==> config.mk <==
export PLATFORM = sky130hd
export DESIGN_NAME = issue_scheduler
export DESIGN_NICKNAME = d
export VERILOG_FILES = /design/src/rtl/issue_scheduler.sv
export SDC_FILE = /design/constraint.sdc
export NUM_CORES = 1
export LEC_CHECK = 0
export CORE_AREA = 2 2 140 142
export CTS_CLUSTER_SIZE = 8
export DETAILED_ROUTE_END_ITERATION = 7
export DIE_AREA = 0 0 142 144
export PLACE_DENSITY_LB_ADDON = 0.12
export SYNTH_ARGS = -nofsm -noshare
export SYNTH_HDL_FRONTEND = slang
export SYNTH_SLANG_ARGS = --single-unit
export TNS_END_PERCENT = 20
==> constraint.sdc <==
create_clock -name clk -period 12.6 [get_ports clk]
set_input_delay 3.15 -clock clk [delete_from_list [all_inputs] [get_ports clk]]
set_output_delay 3.15 -clock clk [all_outputs]
set_load 0.01 [all_outputs]
==> src/rtl/issue_scheduler.sv <==
// Age-ordered issue scheduler: each cycle, every execution unit with a free
// slot takes the oldest ready entry aimed at it and holds its tag until accepted.
module issue_scheduler #(
    parameter int ROB_SIZE  = 16,
    parameter int TAG_WIDTH = 4,
    parameter int NUM_UNITS = 4,
    parameter int UID_WIDTH = 2
) (
    input  logic                            clk,
    input  logic                            rst,
    input  logic                            flush,
    input  logic                            halt,
    input  logic [ROB_SIZE-1:0]             req_valid,
    input  logic [ROB_SIZE*UID_WIDTH-1:0]   req_unit,
    input  logic [TAG_WIDTH-1:0]            head,
    output logic [ROB_SIZE-1:0]             grant,
    output logic [NUM_UNITS-1:0]            issue_valid,
    output logic [NUM_UNITS*TAG_WIDTH-1:0]  issue_tag,
    input  logic [NUM_UNITS-1:0]            issue_ready,
    output logic [15:0]                     issued_count
);

    logic [UID_WIDTH-1:0] unit_of   [ROB_SIZE];
    logic [NUM_UNITS-1:0] slot_free;
    logic [NUM_UNITS-1:0] cand_found;
    logic [TAG_WIDTH-1:0] cand_tag  [NUM_UNITS];
    logic [NUM_UNITS-1:0] handshake;
    logic [15:0]          hs_count;
    logic                 grant_en;

    assign grant_en  = !rst && !halt && !flush;
    assign slot_free = ~issue_valid | issue_ready;
    assign handshake = issue_valid & issue_ready;

    always_comb begin
        for (int i = 0; i < ROB_SIZE; i++) begin
            unit_of[i] = req_unit[i*UID_WIDTH +: UID_WIDTH];
        end
    end

    // Walk entries from head outward so the first hit per unit is the oldest;
    // unit fields >= NUM_UNITS never match any unit index.
    always_comb begin
        logic [TAG_WIDTH-1:0] idx;
        idx        = '0;
        cand_found = '0;
        for (int u = 0; u < NUM_UNITS; u++) begin
            cand_tag[u] = '0;
            for (int k = 0; k < ROB_SIZE; k++) begin
                idx = head + TAG_WIDTH'(k);
                if (!cand_found[u] && req_valid[idx] && unit_of[idx] == UID_WIDTH'(u)) begin
                    cand_found[u] = 1'b1;
                    cand_tag[u]   = idx;
                end
            end
        end
    end

    always_comb begin
        grant = '0;
        for (int u = 0; u < NUM_UNITS; u++) begin
            if (grant_en && slot_free[u] && cand_found[u]) begin
                grant[cand_tag[u]] = 1'b1;
            end
        end
    end

    always_comb begin
        hs_count = '0;
        for (int u = 0; u < NUM_UNITS; u++) begin
            hs_count = hs_count + 16'(handshake[u]);
        end
    end

    always_ff @(posedge clk) begin
        if (rst) begin
            issue_valid  <= '0;
            issue_tag    <= '0;
            issued_count <= '0;
        end else if (flush) begin
            issue_valid  <= '0;
            issued_count <= issued_count + hs_count;
        end else if (!halt) begin
            issued_count <= issued_count + hs_count;
            for (int u = 0; u < NUM_UNITS; u++) begin
                if (slot_free[u]) begin
                    if (cand_found[u]) begin
                        issue_valid[u]                       <= 1'b1;
                        issue_tag[u*TAG_WIDTH +: TAG_WIDTH]  <= cand_tag[u];
                    end else if (handshake[u]) begin
                        issue_valid[u] <= 1'b0;
                    end
                end
            end
        end
    end

endmodule

==> impl_metrics.yaml <==
final_layout:
  fin_nets: 1407
  final_layout_size_suffix_gt1_share_pct: 14.4
  seqCellArea_um2: 721
  layout_commonest_cell: "nor2_1"
  final_cell_mix: "nor2_1, clkdlybuf4s50_1, nand2_1"
  n_antenna_cell: 0
  fin_util_pct: 57.9
  syn_to_final_growth_pct: 18.8
  fill_cells: 1794
  multi_input_area_um2: 8150
clock_tree:
  ctsResizeCount: 0
  cts_tree: "yes"
  clkTransAtPathRegs_ns: 0.05
  cts_sinks: 36
  hold_buffers: 0
  clockRootBuffer: "clkbuf_16"
  cts_max_path_buffers: 2
  post_cts_buffers: 0
  clock_latency_ns: 0.28
  htree_levels: 2
  cts-buffers-inserted: 5
min_path:
  hold_path.class: "reg -> reg"
power_and_ir_drop:
  total_leakage_power_nw: 3.98
  powerDensity_nw_per_um2: 123
  swShare_pct: 55.8
  clkPwrFrac_pct: 8.9
  power_switching_uw: 755
  internal_power_uw: 599
  max-vdd-ir-drop_v: 0.0000601
  power_frac_seq_pct: 9.7
  combPwrFrac_pct: 81.3
floorplanning:
  die_y_um: 144
  core_um2: 19100
  initial_core_util_pct: 48.7
  rows: 51
  pin_count: 112
  dieWidth_um: 142
  dieArea_um2: 20400
logic_synthesis:
  synth_cells: 1225
  synth_edf_count: 0
  async_reset_ff_share_pct: 0
  syn-num-nets: 1296
  ys_ff_latch: 36
  ys_warn_count: 0
  yosys_most_used_dff: "dfxtp_1"
  ys_types: 90
  syn_area_per_cell_um2: 7.59
  synth-seq-area-share_pct: 7.75
  syn_area_um2: 9300
timing:
  maxSlewViolCount: 0
  slew_headroom_pct: 26.6
  rsz0062_at_grt: "no"
  clock.fmax_mhz: 81.5
  setup_viol: 0
  clock_skew_ns: 0.00662
  post-route-period-util_pct: 97.4
  worst_pin_slew_ns: 1.09
  setup_tns_ns: 0
  finalCriticalPeriod_ns: 12.27
  final-hold-violation-count: 0
drt:
  drt-initial-drc-count: 1480
  via_count: 11800
  antenna_left: 0
  dr.pass1.iters: 6
  wl_mm: 43.5
  drc: 0
  wire_per_inst_um: 27.6
  via_per_inst: 7.49
global_routing:
  grt_start_max_net_pins: 63
  grt.total_usage_pct: 42.0
  grt-ovfl-total: 0
  grt_pass1_wl_mm: 65.2
  grt_antenna_before_repair: 0
  grt_pass1_vias: 10700
placement:
  routabilityCongestion: 1.10
  hpwl_mm: 34.2
  portBuffers: 111
job:
  maxCapViolCount: 0
setup_path:
  start_kind: "input pin"
  cp-end-kind: "primary output"
  critical_path.max_fanout: 62
  worstSetupPathType: "in -> out"
  worstPathRequired_ns: 9.45
  cp_data_arrival_time_ns: 9.12
outcome:
  status: "completed"
[final timing paths]
kind	depth (start not counted)	slack [ns]	endpoint	startpoint
worst min register to register	2	0.49	issue_tag[15]	issue_tag[15]
worst min-delay path	2	0.49	issue_tag[15]	issue_tag[15]
worst max register to register	8	9.80	issued_count[13]	issue_valid[0]
worst max-delay path	17	0.33	grant[6]	head[0]
[sequential cells by signal (all words and copies together) (netlist names)]
register / count
issue_tag: 16
issue_valid: 4
issued_count: 16
[cell usage after synthesis, drive strengths merged, types with 6 or more instances]
library cell  instances  share of area (%)
nand4                24                1.6
or3                  13               0.87
a2111oi               7               0.66
o221ai                6               0.57
a311oi                7               0.66
o31ai                 9               0.73
inv                  38                1.5
xnor2                15                1.4
a21oi                59                3.2
xor2                 12                1.1
o211ai               39                3.1
a31oi                23                1.7
a2bb2oi               7               0.66
and2                 21                1.4
nand2b               17                1.1
mux2                 21                2.5
nor3b                13                1.0
or2                  10               0.67
nor2b                19                1.3
nor3                 48                2.6
a22oi                20                1.6
a32oi                12                1.1
mux4                 64                 16
nor2                112                4.5
nand3b               13                1.0
nand2                92                3.7
clkbuf               41                1.7
nor4                 14                1.0
and3                 24                1.6
buf                  28                1.6
a211oi               19                1.5
mux2i                72                7.8
o21ai                44                2.4
o22ai                16                1.1
ha                    8                1.1
nand3                79                4.3
dfxtp                36                7.8
a221oi                7               0.73
[final cells by class]
class | instances | share of cell area [%]
inverters | 39 | 1.33
clock inverters | 3 | 0.170
flip-flops and latches | 36 | 6.52
well taps | 238 | 2.70
repair buffers | 173 | 14.4
clock buffers | 5 | 1.13
multi-input cells | 1081 | 73.8
[logic make-up after synthesis]
family,share of synthesized area (%)
multiplexers,25.8
flip-flops,7.75
adder cells (fa/ha/maj),1.72
XOR/XNOR,2.54
buffers and inverters,4.84
AND/OR/NAND/NOR,29.6
AO/OA/AOI/OAI,27.7
[stage by stage]
step	instance area [um^2]	power, mW	setup WS (ns)	cells	hold slack (ns)
after global routing	11000	1.42	0.0720	1575	0.519
after detailed placement	10900	1.19	0.444	1567	0.478
final	11000	1.35	0.331	1575	0.490
after CTS	11000	1.31	0.424	1575	0.491
after global placement	10900	1.19	0.503	1567	0.465
after floorplan	9300	0.818	0.498	1225	0.502
[per-layer routing]
metal / vias to the layer above / part of all wire [%] / global-route usage (%)
met3: 230 / 11 / 6.95
li1: 5119 / - / -
met1: 5520 / 37 / 52.0
met2: 922 / 43 / 65.2
met4: 0 / 9.1 / 32.8
met5: - / 0 / 0
[power by group through the flow]
stage	clock network (mW)	registers [mW]	logic, mW
2_1_floorplan	0	0.138	0.680
5_1_grt	0.126	0.133	1.16
3_5_place_dp	0	0.134	1.05
6_report	0.121	0.132	1.10
4_1_cts	0.122	0.132	1.06
3_3_place_gp	0	0.134	1.05
[critical path, stage by stage]
cell and delay (ns):
buf_2 0.12, buf_12 0.33, ha_2 0.50, xor2_1 0.51, buf_4 0.30, mux2i_1 0.57
mux2i_1 0.23, nand3_1 0.31, nand2_1 0.25, or4_1 0.70, o2bb2ai_1 0.19, nor4bb_1 0.09
o21ai_1 0.70, nor2b_1 0.35, nand3_1 0.11, o211ai_1 0.12, clkdlybuf4s50_1 0.56
(Power assumes the default switching activity.)
